**src/rtl/sha256_pkg.sv**
```systemverilog
// Shared types and constants for the SHA-256 message padder.
// The state enum and word-index constants are used by the padder and its tail-merge helper.
package sha256_pkg;

  typedef enum logic [2:0] {
    FILL,
    PAD,
    LEN,
    ISSUE,
    WAIT
  } state_t;

  localparam logic [31:0] SHA256_PAD_WORD    = 32'h8000_0000;
  localparam int unsigned SHA256_BLK_WORDS   = 16;
  localparam logic [3:0]  SHA256_LEN_WORD_HI = 4'd14;
  localparam logic [3:0]  SHA256_LAST_WORD   = 4'(SHA256_BLK_WORDS - 1);

endpackage

```
**src/rtl/sha256_tail_merge.sv**
```systemverilog
// Combinational byte masking for a message word, plus 0x80 marker insertion after the data bytes.
// Zero latency; no flow control of its own.
module sha256_tail_merge
  import sha256_pkg::*;
(
  input  logic [31:0] data,
  input  logic [2:0]  bytes,
  output logic [31:0] masked,
  output logic [31:0] merged,
  output logic        marker_placed
);

  logic [31:0] mask;
  logic [31:0] mark;

  always_comb begin
    mask = 32'hFFFF_FFFF;
    mark = 32'h0000_0000;
    case (bytes)
      3'd0: begin mask = 32'h0000_0000; mark = SHA256_PAD_WORD;       end
      3'd1: begin mask = 32'hFF00_0000; mark = SHA256_PAD_WORD >> 8;  end
      3'd2: begin mask = 32'hFFFF_0000; mark = SHA256_PAD_WORD >> 16; end
      3'd3: begin mask = 32'hFFFF_FF00; mark = SHA256_PAD_WORD >> 24; end
      default: ;
    endcase
  end

  assign masked        = data & mask;
  assign merged        = masked | mark;
  assign marker_placed = (bytes < 3'd4);

endmodule

```
**src/rtl/sha256_msg_padder.sv**
```systemverilog
// Builds padded 512-bit SHA-256 blocks from a byte-granular word stream and hands them to the core.
// s_ready drops outside FILL; each issued block is held stable until the core raises blk_done.
module sha256_msg_padder
  import sha256_pkg::*;
#(
  parameter int LEN_W = 64
) (
  input  logic         clk,
  input  logic         reset_n,
  input  logic [31:0]  s_data,
  input  logic [2:0]   s_bytes,
  input  logic         s_last,
  input  logic         s_valid,
  output logic         s_ready,
  output logic [511:0] blk_data,
  output logic         blk_start,
  output logic         blk_first,
  output logic         blk_last,
  input  logic         blk_done,
  output logic         msg_busy,
  output logic         msg_done
);

  state_t                                 state_q, state_d;
  logic [3:0]                             widx_q, widx_d;
  logic [LEN_W-1:0]                       bitlen_q, bitlen_d;
  logic [SHA256_BLK_WORDS-1:0][31:0]      buf_q, buf_d;
  logic                                   marker_q, marker_d;
  logic                                   pend_q, pend_d;
  logic                                   first_q, first_d;
  logic                                   last_q, last_d;
  logic                                   busy_q, busy_d;
  logic                                   done_q, done_d;

  logic [31:0] masked_w;
  logic [31:0] merged_w;
  logic        marker_w;
  logic [63:0] len64;

  sha256_tail_merge u_tail_merge (
    .data          (s_data),
    .bytes         (s_bytes),
    .masked        (masked_w),
    .merged        (merged_w),
    .marker_placed (marker_w)
  );

  assign len64 = 64'(bitlen_q);

  always_comb begin
    state_d   = state_q;
    widx_d    = widx_q;
    bitlen_d  = bitlen_q;
    buf_d     = buf_q;
    marker_d  = marker_q;
    pend_d    = pend_q;
    first_d   = first_q;
    last_d    = last_q;
    busy_d    = busy_q;
    done_d    = 1'b0;
    s_ready   = 1'b0;
    blk_start = 1'b0;

    case (state_q)
      FILL: begin
        s_ready = 1'b1;
        if (s_valid) begin
          buf_d[widx_q] = s_last ? merged_w : masked_w;
          bitlen_d      = bitlen_q + LEN_W'({s_bytes, 3'b000});
          widx_d        = widx_q + 4'd1;
          if (!busy_q) begin
            busy_d  = 1'b1;
            first_d = 1'b1;
          end
          if (s_last) begin
            marker_d = marker_w;
            // A last word in slot 15 fills the block; padding continues in a fresh block.
            if (widx_q == SHA256_LAST_WORD) begin
              pend_d  = 1'b1;
              state_d = ISSUE;
            end else if (widx_d == SHA256_LEN_WORD_HI && marker_w) begin
              state_d = LEN;
            end else begin
              state_d = PAD;
            end
          end else if (widx_q == SHA256_LAST_WORD) begin
            state_d = ISSUE;
          end
        end
      end

      PAD: begin
        buf_d[widx_q] = marker_q ? 32'h0 : SHA256_PAD_WORD;
        marker_d      = 1'b1;
        widx_d        = widx_q + 4'd1;
        if (widx_q == SHA256_LEN_WORD_HI - 4'd1) begin
          state_d = LEN;
        end else if (widx_q == SHA256_LAST_WORD) begin
          pend_d  = 1'b1;
          state_d = ISSUE;
        end
      end

      LEN: begin
        buf_d[SHA256_LEN_WORD_HI]      = len64[63:32];
        buf_d[SHA256_LEN_WORD_HI + 1]  = len64[31:0];
        last_d  = 1'b1;
        state_d = ISSUE;
      end

      ISSUE: begin
        blk_start = 1'b1;
        state_d   = WAIT;
      end

      WAIT: begin
        if (blk_done) begin
          widx_d  = 4'd0;
          buf_d   = '0;
          first_d = 1'b0;
          if (last_q) begin
            done_d   = 1'b1;
            busy_d   = 1'b0;
            bitlen_d = '0;
            last_d   = 1'b0;
            marker_d = 1'b0;
            pend_d   = 1'b0;
            state_d  = FILL;
          end else if (pend_q) begin
            pend_d  = 1'b0;
            state_d = PAD;
          end else begin
            state_d = FILL;
          end
        end
      end

      default: state_d = FILL;
    endcase
  end

  always_ff @(posedge clk or negedge reset_n) begin
    if (!reset_n) begin
      state_q  <= FILL;
      widx_q   <= '0;
      bitlen_q <= '0;
      buf_q    <= '0;
      marker_q <= 1'b0;
      pend_q   <= 1'b0;
      first_q  <= 1'b0;
      last_q   <= 1'b0;
      busy_q   <= 1'b0;
      done_q   <= 1'b0;
    end else begin
      state_q  <= state_d;
      widx_q   <= widx_d;
      bitlen_q <= bitlen_d;
      buf_q    <= buf_d;
      marker_q <= marker_d;
      pend_q   <= pend_d;
      first_q  <= first_d;
      last_q   <= last_d;
      busy_q   <= busy_d;
      done_q   <= done_d;
    end
  end

  assign blk_data  = buf_q;
  assign blk_first = first_q && (state_q == ISSUE || state_q == WAIT);
  assign blk_last  = last_q;
  assign msg_busy  = busy_q;
  assign msg_done  = done_q;

endmodule

```
**config.mk**
```make
export PLATFORM = sky130hd
export DESIGN_NAME = sha256_msg_padder
export DESIGN_NICKNAME = d
export VERILOG_FILES = /design/src/rtl/sha256_pkg.sv /design/src/rtl/sha256_tail_merge.sv /design/src/rtl/sha256_msg_padder.sv
export SDC_FILE = /design/constraint.sdc
export NUM_CORES = 1
export LEC_CHECK = 0
export ABC_AREA = 1
export CORE_ASPECT_RATIO = 0.7
export CORE_MARGIN = 1.5
export CORE_UTILIZATION = 23
export DETAILED_ROUTE_END_ITERATION = 12
export GPL_ROUTABILITY_DRIVEN = 0
export HOLD_SLACK_MARGIN = 0.08
export SLEW_MARGIN = 40
export SYNTH_ARGS = -nofsm -noshare
export SYNTH_HDL_FRONTEND = slang
export SYNTH_SLANG_ARGS = --single-unit
```
**constraint.sdc**
```tcl
create_clock -name clk -period 3.3 [get_ports clk]
set_clock_uncertainty 0.2 [all_clocks]
set_input_delay 0.66 -clock clk [delete_from_list [all_inputs] [get_ports clk]]
set_output_delay 0.66 -clock clk [all_outputs]
set_load 0.01 [all_outputs]
```
* Word-level counts from Yosys, hierarchy flattened
Index checks and enable logic that the tools add are counted.
** Operators by class
- Shift-type cells :: 0
- Div/mod/pow operators :: 0
- $add $sub $neg :: 2
- Mux-type cells :: 51
- Eq/ne operators :: 16
- Reductions and logical operators :: 18
- Order comparisons :: 3
- Multipliers :: 0
- Bitwise logic cells :: 2
** Operator list (number)
- one-hot mux 448 bit (3 select lines) :: 1
- bitwise mux 512 bit :: 2
- 2-to-1 mux 512 bit :: 2
- one-hot mux 32 bit (4 select lines) :: 2
- one-hot mux 64 bit (4 select lines) :: 1
- 2-to-1 mux 64 bit :: 3
- demux 32 bit (select 4 bit) :: 1
- one-hot mux 64 bit (2 select lines) :: 1
- 2-to-1 mux 32 bit :: 3
- adder 64 x 6 -> 64 bit :: 1
- bitwise AND 32 bit :: 1
- OR 32 bit :: 1
- 2-to-1 mux 1 bit :: 18
- 2-to-1 mux 3 bit :: 6
- one-hot mux 3 bit (5 select lines) :: 1
- equality test 3 x 2 -> 1 bit (second input constant) :: 4
- equality test 4 bit (second input constant) :: 3
- inequality test 2 bit (second input constant) :: 6
- one-hot mux 4 bit (3 select lines) :: 1
- AND reduction 5 bit :: 2
- 2-to-1 mux 4 bit :: 2
- AND reduction 4 bit :: 2
- equality test 3 x 1 -> 1 bit (second input constant) :: 2
- zero test 3 bit :: 2
- 15 further kinds :: 24
** Storage, ports and cells
- Memories :: 0
- Bits in latches :: 0
- Output and inout port bits :: 518
- Bits in registers :: 589
- Word-level logic and storage cells :: 117
- Input port bits :: 40
- Memory bits (writable) :: 0
- ROM bits :: 0

* Depth between registers and ports, before layout
- Word-level depth :: 8
- Mapped depth :: 13
- Mapped depth without buffers :: 12

* Cells and area by module
A second synthesis with hierarchy kept.
** Unflattened totals
- Cells, all modules :: 3097
- Area, all modules :: 26741.9 um2
** Modules (own cells, without submodules)
- sha256_msg_padder :: cells each 2995, seq. area each 14664.1 um2, area each 26190.1 um2, times used 1
- sha256_tail_merge :: cells each 102, seq. area each 0.0 um2, area each 551.8 um2, times used 1

* Least setup slack after synthesis
No wires, ideal clock.
- Path type :: in2reg
- Start :: input s_bytes[0]
- End :: register bitlen_q[31]
- Data required time :: 2.982 ns
- Cell stages on the path :: 10
- Setup time :: 0.118 ns
- Arrival :: 2.233 ns
- Path slack :: 0.749 ns
- Buffers on the path :: 0
- Cells stage by stage :: ha_1 -> fa_1 -> nand2_1 -> nand2_1 -> nand2_1 -> nor2_1 -> and2_1 -> or2_2 -> nand4_1 -> nand2_1
** On the way
- Longest elaborated chain between the ends :: 3
** RTL lines
- start: declaration :: line sha256_msg_padder.sv:11 : input logic [2:0] s_bytes,
- adder 64 x 6 -> 64 bit :: line sha256_msg_padder.sv:69 : bitlen_d = bitlen_q + LEN_W'({s_bytes, 3'b000});
- 2-to-1 mux 64 bit :: line sha256_msg_padder.sv:67 : if (s_valid) begin
- one-hot mux 64 bit (2 select lines) :: line sha256_msg_padder.sv:64 : case (state_q)
- end signal: assignment :: line sha256_msg_padder.sv:157 : bitlen_q <= bitlen_d;
- end: declaration :: line sha256_msg_padder.sv:26 : logic [LEN_W-1:0] bitlen_q, bitlen_d;
No other way between the ends. The select of a mux whose other input is x is not followed.
A chain may end at the register's enable or synchronous reset.

* Final worst setup path
- Start :: register state_q[0]
- End :: output blk_first
** On the way
- Longest elaborated chain between the ends :: 3
- Elaborated cells between the ends (all ways) :: 4
- Classes of those cells :: 2 x eq/ne; 2 x reduce/logical
** RTL lines
- start: declaration :: line sha256_msg_padder.sv:24 : state_t state_q, state_d;
- start signal: assignment :: line sha256_msg_padder.sv:155 : state_q <= state_d;
- equality test 3 x 2 -> 1 bit or equality test 3 bit (tied branches) :: line sha256_msg_padder.sv:169 : assign blk_first = first_q && (state_q == ISSUE || state_q == WAIT);
- logical OR 1 bit (*) :: line sha256_msg_padder.sv:169
- logical AND 1 bit (*) :: line sha256_msg_padder.sv:169
- end: declaration :: line sha256_msg_padder.sv:17 : output logic blk_first,
Every way passes the cells marked *; elsewhere a longest branch is shown, timed or not.

==> impl_metrics.ini <==
[run_status]
outcome = complete, no violations

[clocking]
post_cts_buffers = 0
clock_sinks = 586
clockRootBuffer = clkbuf_16
clk_latency_ns = 0.64
clkTransAtPathRegs_ns = 0.06
cts_tree = yes
cts_buffer_depth = 3
cts_max_level = 3
cts_made_buffers = 68

[global_route]
grt_max_degree = 96
grt_pass1_wl_mm = 161.1
grt_use_total = 0.1884
grt_pass1_vias = 22990
grt-ovfl-total = 0
antenna_found_initial = 11

[synthesis]
synth.net_count = 3014
avgSynthCellArea_um2 = 8.720
async_reset_ff_frac = 1.000
seq_area_frac_synth = 0.5670
syn-instance-count = 2966
synth.top_cell.area_share = 0.5670
synth_edf_count = 0
synth_flop_cell = dfrtp_1
ys_warn_count = 0
synthTopCellsByArea = dfrtp_1 57%, nand3_1 10%, o21ai_0 8.5%, nand2_1 8.3%, nor2_1 2.6%
yosysUniqueCellTypes = 42
synth.largest_area_cell = dfrtp_1
ys_seq_elements = 586
synth_area_mm2 = 0.02586

[cells_and_area]
layout-drive-gt1-share = 0.07694
multiInputGateArea_mm2 = 0.009512
syn_to_final_growth_pct = 37.48
mostFrequentLayoutCell = dfrtp_1
final_net_count = 3548
layout.cells.non_filler = 5010
final_cell_mix = 586 x dfrtp_1, 574 x nand2_1, 556 x clkdlybuf4s50_1
seqCellArea_mm2 = 0.01466
finalInstanceArea_mm2 = 0.03556
fillCellCount = 11470

[sta]
worst_pin_slew_ns = 0.7512
setup_viol = 0
fin_setup_tns_ns = 0
hold_viol_final = 0
min_period_over_period = 0.9523
drv_slew = 0
clock.fmax_mhz = 318.2
timing.hold.ws_ns = 0.2707
fin_crit_ns = 3.143
worst_slack_ns = 0.1573
rsz0062_at_grt = false
maxSlewHeadroom = 0.4992

[setup_path]
cpMaxStageDelayCell = clkdlybuf4s50_1
crit_arrival_ns = 2.28
critPathMaxFanout = 6
required_ns = 2.44
crit_family = buffers and inverters
end_kind = primary output
slowest_delay_ns = 0.59
crit_top_cell = nor2_1
worst-setup-path-type = register to primary output
path_cells = inv_2 > nand2_4 > nor2_8 > nor2_1 > nor2_1 > clkdlybuf4s50_1
startpoint_type = register
cp.buffers_inverters = 2

[floorplanning]
ios = 558
core_area_mm2 = 0.1110
start_util = 0.2329
fp.dieH_um = 283.6
rows = 102
die_width_um = 403.8
fp.dieArea_mm2 = 0.1145

[routing]
via_count = 24060
dr.first_iter.drc_count = 2424
routed_via_density = 4.802
dr.pass1.iters = 8
wire_per_inst_um = 21.97
routed_wl_mm = 110.1
ant_nets = 0
drc = 0

[pwr]
ir_worst_vdd_v = 0.0005288
p_leak_nw = 15.29
p_per_area_mw_per_mm2 = 927.2

[placed_design]
dp_cells = 4885
io_buffers = 557
hpwlAfterDp_mm = 77.31
dp_slack_ns = 0.2021
place_area_mm2 = 0.03333

[flow_run]
max_cap_violations = 0

[min_path]
hold_path_class = register to register
==> per-stage QoR <==
stage               power, mW  utilization
floorplan               17.15            -
global route            34.73       0.3201
finish                  32.97       0.3202
global placement        25.33       0.3001
CTS                     33.27       0.3201
detailed placement      25.50       0.3001
==> kinds of logic (layout without fill, tap and decap cells) <==
kind of cell               after synthesis  in the layout  synth area share
and+or+nand+nor                       1370           1370            0.2381
AOI/OAI and AO/OA                      626            626            0.1234
DFF                                    586            586            0.5670
buffers and inverters                  371            953           0.06570
adders and majority gates                8              8          0.004160
xor gates and xnor gates                 5              5          0.001693
other                                    0              6                 0
==> cell usage after synthesis (all sizes together), types with 2 or more instances <==
| master | n |
|---|---|
| nand3 | 518 |
| o211ai | 6 |
| nand2 | 594 |
| buf | 119 |
| xor2 | 4 |
| clkbuf | 93 |
| and2 | 2 |
| or2 | 2 |
| nor3 | 14 |
| o21bai | 2 |
| nor2 | 189 |
| nand4 | 48 |
| a21oi | 39 |
| dfrtp | 586 |
| nor3b | 3 |
| a22o | 3 |
| ha | 7 |
| inv | 159 |
| o21ai | 562 |
| o22ai | 12 |
==> cell type report <==
cell class	count	area share
repair buffers	676	0.1892
multi-input cells	2009	0.2675
inverters	159	0.01728
flip-flops and latches	586	0.4124
clock inverters	26	0.007249
clock buffers	92	0.05469
diodes	6	0.0004223
well taps	1456	0.05124
==> state kept, by name (all words and copies together) (netlist names) <==
signal / count
msg_busy: 1
blk_last: 1
pend_q: 1
msg_done: 1
marker_q: 1
bitlen_q: 61
widx_q: 4
first_q: 1
blk_data: 512
state_q: 3
==> power by group <==
| part | switching, mW | internal [mW] |
|---|---|---|
| clock | 3.24 | 4.38 |
| sequential | 1.52 | 9.62 |
| combinational | 8.11 | 6.09 |
| total | 12.9 | 20.1 |
==> worst register-to-register path, delay by kind of cell, from the launching register on <==
family	cells	cell delay, ns
AOI/OAI and AO/OA	1	0.17
and+or+nand+nor	8	1.16
DFF	1	0.46
buffers and inverters	3	0.79
==> worst paths after layout <==
kind | from | slack (ns) | endpoint | depth (start not counted)
max | state_q[0] | 0.16 | blk_first | 6
min | blk_data[503] | 0.27 | blk_data[503] | 2
max in group asynchronous | reset_n | 1.50 | blk_data[109] | 3
max reg2reg | state_q[2] | 0.47 | blk_data[504] | 12
min reg2reg | blk_data[503] | 0.27 | blk_data[503] | 2
min in group asynchronous | reset_n | 0.38 | blk_data[476] | 2
==> per-layer routing <==
metal / part of all wire / vias to the layer above / track usage
met5: 0.00012 / - / 0
met4: 0.041 / 2 / 0.07547
met3: 0.083 / 190 / 0.04621
met2: 0.45 / 1006 / 0.2910
met1: 0.42 / 11800 / 0.2519
li1: - / 11060 / -
==> timing repair <==
item / CTS / global route
setup endpoints to repair: 0 / 1
gates resized for setup: 0 / 1
hold endpoints to repair: 48 / 0
hold buffers: 1 / 0
(Power assumes the default switching activity.)
